[src/rtl/mux4_rr_arbiter_pkg.sv]
// Shared state type, requester index constants and request count for the
// round-robin 4:1 mux arbiter.
package mux4_rr_arbiter_pkg;

  typedef enum logic {
    ST_IDLE  = 1'b0,
    ST_GRANT = 1'b1
  } state_t;

  localparam int unsigned NREQ = 4;

  localparam logic [1:0] IDX0 = 2'd0;
  localparam logic [1:0] IDX1 = 2'd1;
  localparam logic [1:0] IDX2 = 2'd2;
  localparam logic [1:0] IDX3 = 2'd3;

endpackage

[src/rtl/mux4_rr_arbiter_rr_pick4.sv]
// Combinational round-robin pick: first set request searching from ptr
// upward, modulo four.
module rr_pick4
  import mux4_rr_arbiter_pkg::*;
(
  input  logic [3:0] req,
  input  logic [1:0] ptr,
  output logic       found,
  output logic [1:0] idx,
  output logic [3:0] onehot
);

  logic [1:0] k;

  always_comb begin
    found = 1'b0;
    idx   = IDX0;
    k     = '0;
    for (int unsigned i = 0; i < NREQ; i++) begin
      k = ptr + 2'(i);
      if (!found && req[k]) begin
        found = 1'b1;
        idx   = k;
      end
    end
    onehot = found ? (4'b0001 << idx) : '0;
  end

endmodule

[src/rtl/mux4_rr_arbiter.sv]
// Round-robin arbiter driving the select lines of a pipelined 4:1 mux, with a
// bounded hold time and a valid/ID strobe aligned to the mux latency.
module mux4_rr_arbiter
  import mux4_rr_arbiter_pkg::*;
#(
  parameter int unsigned MAX_HOLD = 4,
  parameter int unsigned PIPE_LAT = 1
) (
  input  logic       clk,
  input  logic       rst_n,
  input  logic [3:0] req,
  output logic [3:0] gnt,
  output logic       s0,
  output logic       s1,
  output logic       busy,
  output logic       out_valid,
  output logic [1:0] out_id
);

  localparam int unsigned HW = $clog2(MAX_HOLD + 1);

  state_t         state;
  logic [1:0]     ptr;
  logic [HW-1:0]  hold_cnt;

  logic           found;
  logic [1:0]     pick_idx;
  logic [3:0]     pick_oh;

  logic [1:0]     cur;
  logic           cur_req;
  logic           others;
  logic           do_grant;
  logic           do_idle;
  logic           do_hold;

  logic                vld_sr [PIPE_LAT];
  logic [1:0]          id_sr  [PIPE_LAT];

  rr_pick4 u_pick (
    .req    (req),
    .ptr    (ptr),
    .found  (found),
    .idx    (pick_idx),
    .onehot (pick_oh)
  );

  // {s1,s0} always holds the current owner while in GRANT.
  assign cur     = {s1, s0};
  assign cur_req = req[cur];
  assign others  = |(req & ~gnt);

  // With ptr = cur+1, a preemptive pick reaches cur last, so it lands on
  // another requester whenever one is pending.
  always_comb begin
    do_grant = 1'b0;
    do_idle  = 1'b0;
    do_hold  = 1'b0;
    unique case (state)
      ST_IDLE:  do_grant = found;
      ST_GRANT: begin
        if (!cur_req) begin
          if (found) do_grant = 1'b1;
          else       do_idle  = 1'b1;
        end else if (hold_cnt < HW'(MAX_HOLD)) begin
          do_hold = 1'b1;
        end else if (others) begin
          do_grant = 1'b1;
        end
      end
      default: ;
    endcase
  end

  always_ff @(posedge clk or negedge rst_n) begin
    if (!rst_n) begin
      state    <= ST_IDLE;
      ptr      <= '0;
      hold_cnt <= '0;
      gnt      <= '0;
      s1       <= 1'b0;
      s0       <= 1'b0;
      busy     <= 1'b0;
    end else if (do_grant) begin
      state    <= ST_GRANT;
      ptr      <= pick_idx + 2'd1;
      hold_cnt <= HW'(1);
      gnt      <= pick_oh;
      {s1, s0} <= pick_idx;
      busy     <= 1'b1;
    end else if (do_idle) begin
      state    <= ST_IDLE;
      gnt      <= '0;
      busy     <= 1'b0;
    end else if (do_hold) begin
      hold_cnt <= hold_cnt + HW'(1);
    end
  end

  always_ff @(posedge clk or negedge rst_n) begin
    if (!rst_n) begin
      for (int unsigned i = 0; i < PIPE_LAT; i++) begin
        vld_sr[i] <= 1'b0;
        id_sr[i]  <= '0;
      end
    end else begin
      vld_sr[0] <= |gnt;
      id_sr[0]  <= {s1, s0};
      for (int unsigned i = 1; i < PIPE_LAT; i++) begin
        vld_sr[i] <= vld_sr[i-1];
        id_sr[i]  <= id_sr[i-1];
      end
    end
  end

  assign out_valid = vld_sr[PIPE_LAT-1];
  assign out_id    = id_sr[PIPE_LAT-1];

endmodule
[config.mk]
export PLATFORM = sky130hd
export DESIGN_NAME = mux4_rr_arbiter
export DESIGN_NICKNAME = d
export VERILOG_FILES = /design/src/rtl/mux4_rr_arbiter_pkg.sv /design/src/rtl/mux4_rr_arbiter_rr_pick4.sv /design/src/rtl/mux4_rr_arbiter.sv
export SDC_FILE = /design/constraint.sdc
export NUM_CORES = 1
export LEC_CHECK = 0
export ABC_AREA = 1
export CORE_ASPECT_RATIO = 0.7
export CORE_UTILIZATION = 47
export CTS_CLUSTER_DIAMETER = 200
export DETAILED_ROUTE_END_ITERATION = 10
export PLACE_DENSITY = 0.81
export SYNTH_ARGS = -nofsm -noshare
export SYNTH_HDL_FRONTEND = slang
export SYNTH_SLANG_ARGS = --single-unit
[constraint.sdc]
create_clock -name clk -period 1.85 [get_ports clk]
set_input_delay 0.2775 -clock clk [delete_from_list [all_inputs] [get_ports clk]]
set_output_delay 0.2775 -clock clk [all_outputs]
set_load 0.02 [all_outputs]
==> summary.md <==
| Metric | Value |
|---|---|
| Run status | finished with violations |
| Violated checks | DRC, setup timing |
| Reg clk slew, reported paths | ~0.11 ns |
| Die height | between 40 and 50 microns |
| MaxCap Viol Count | 0 |
| Worst slew pin tran | 0.257 ns |
| Max clock buf depth | 2 |
| Fin area | about 0.0015 sq mm |
| Final-report setup violation count | 1 |
| Clock root buffer | clkbuf_4 |
| Largest net degree at the start of global routing | 16 |
| Placement Setup Slack | -0.260 ns |
| Drt wl/cell | 15.0 microns |
| Synth Cell Area | about 0.001 sq mm |
| Hold Crit Class | input pin to asynchronous set/reset pin |
| Top-Level Pins | 16 |
| Ranking of synthesized cells by area | dfrtp_1, nand2_1, nand3_1, inv_1, ha_1 |
| Final #Nets | 188 |
| Critical path startpoint category | flop |
| Via-to-Cell Ratio | between 5 and 6 |
| All-Layer GR Usage | 0.257 |
| Num CTS Buffers | 3 |
| P&R area growth vs syn | 43.4% |
| Fin worst setup slack | -0.0185 ns |
| Largest family of logic cells by synthesized area | simple AND/OR/NAND/NOR gates |
| Most common cell in the synthesized netlist | nand2_1 |
| Antenna diode count | 0 |
| Fin crit period | roughly 1.9 ns |
| Xor and xnor area share after synthesis | 0.00851 |
| Slew Limit Fails | 0 |
| Row cnt | 13 |
| Fillcell total | between 100 and 150 |
| Routed Antenna Nets | 0 |
| Drt drc | 1 |
| Synth async-reset ratio | 1.00 |
| Yosys top cell by area | dfrtp_1 |
| H-Tree Depth | 1 |
| Critical Path RT | 2.07 ns |
| Sequential-to-total area share from yosys stat | 0.365 |
| Pre-Repair DR Iteration Count | 9 |
| Mux contribution to synthesized area | 0 |
| Clk sinks | 15 |
| Area after DPL | 0.00131 sq mm |
| First-pass GRT wire length | ~4300 microns |
| Post-synth EDFFs | 0 |
| Yosys warns | 0 |
| Register bit total from synthesis | 15 |
| Die width | slightly below 60 microns |
| CTS tree | yes |
| Max-slew headroom | 0.828 |
| Cells after Synth | around 140 |
| Routed WL | 2960 microns |
| Global placement routability congestion | between 0.9 and 1 |
| Adder-Cell Fraction of Synth Area | 0.0608 |
| Global route overflow | 0 |
| Fmax | 535 MHz |
| Hold_buf cts | 0 |
| WHS | ~0.28 ns |
| Distinct cells, synth | 19 |
| Syn_nets | 150 |
| Mean post-synth cell area | approximately 7.4 sq um |
| Skew final | between 0.01 and 0.015 ns |
| Post-synth top cells | nand2_1, inv_1, nand3_1, dfrtp_1, nand2_2 |
| Crit path kind | flop to flop |
| Core area | a little under 0.002 sq mm |
| Synth Area in Compound Gates | 0.0413 |
| Clock latency on the worst-skew pair | around 0.30 ns |
| WP data arrival | approximately 2.1 ns |
| RSZ-0062 raised after global routing | yes |
| Peak fanout along the critical path | 7 |
| Hold violation count in the final report | 0 |
| Share of post-route cells with drive strength above 1 | 0.364 |
| Post-DP HPWL | ~1900 microns |
| IO buf count | 15 |
| Simple-gate share of the synthesized area | 0.423 |
| Post-synth top flop | dfrtp_1 |
| Starting Density | 0.528 |
| Yosys top cell area share | 0.365 |
| Vias | approximately 1100 |
| Number of global-route vias before repair | slightly above 900 |
| Setup crit end kind | flop |
| Die area | about 0.0024 sq mm |
| Initial antenna violation count | 0 |
| Period utilization | 1.01 |
| Drt initial violations | 55 |
[path summary, 6_finish.rpt]
check / from / endpoint / slack, ns / depth (start not counted)
worst max-delay path: ptr[0] / ptr[1] / -0.02 / 11
worst min-delay path: rst_n / out_id[1] / 0.28 / 2
worst max register to register: ptr[0] / ptr[1] / -0.02 / 11
worst min register to register: s1 / out_id[1] / 0.48 / 0
max in group asynchronous: rst_n / ptr[1] / 1.36 / 2
min in group clk: s1 / out_id[1] / 0.48 / 0
[cell usage in the layout, fill, tap and decap left out, drive strengths merged]
master	netlist	layout
o21ai	6	6
dfrtp	15	15
buf	2	20
clkbuf	0	3
nand3	18	18
nand2	63	63
inv	21	21
clkinv	0	1
nand4	5	5
dlymetal6s2s	0	1
nor2	2	2
a21oi	1	1
clkdlybuf4s50	0	14
ha	5	5
xor2	1	1
[critical path, stage by stage (launching register included)]
cell and delay [ns]:
dfrtp_1 0.43, inv_2 0.13, nand2_1 0.12, nand3_2 0.10, nand2_2 0.09, nor2_4 0.21, nand4_1 0.17, nand2_2 0.14
inv_2 0.06, ha_4 0.26, nand2_2 0.03, o21ai_1 0.06
[timing repair]
item,CTS,global route
endpoints found under the setup margin,3,8
endpoints found under the hold margin,0,0
pin swaps,7,14
gates resized for setup,10,23
buffers inserted,1,2
[sequential cells by signal (all words and copies together) (netlist names)]
signal     count
out_id         2
ptr            2
s1             1
state          1
s0             1
out_valid      1
hold_cnt       3
gnt            4
[per-stage QoR]
step,instances,util,setup TNS [ns]
finish,198,0.756,-0.0185
global route,198,0.756,-0.323
CTS,196,0.706,0
detailed placement,191,0.671,-1.37
global placement,191,0.671,-1.44
floorplan,139,-,0
[layer usage]
layer  part of all wire  global-route usage
met5                  0                   0
met4              0.032               0.113
met3              0.063              0.0694
met2               0.45               0.408
met1               0.45               0.335
[area by class of cell]
class	instances	area, sq um	share of cell area
clock buffer	3	22.5	0.0153
clock inverter	1	5.00	0.00339
inverter	21	83.8	0.0568
multi-input combinational	101	647	0.438
sequential	15	377	0.255
tap	22	27.5	0.0186
timing repair buffer	35	314	0.213
[logic make-up (layout without fill, tap and decap cells)]
logic type	after synthesis	count (layout)
flops	15	15
simple gates	88	88
buf+inv	23	60
xor+xnor	1	1
compound gates	7	7
fa+ha+maj	5	5
Power is left out: the tool's default activity adds up to more than one toggle a clock period on the data nets, which glitch-free logic cannot reach.
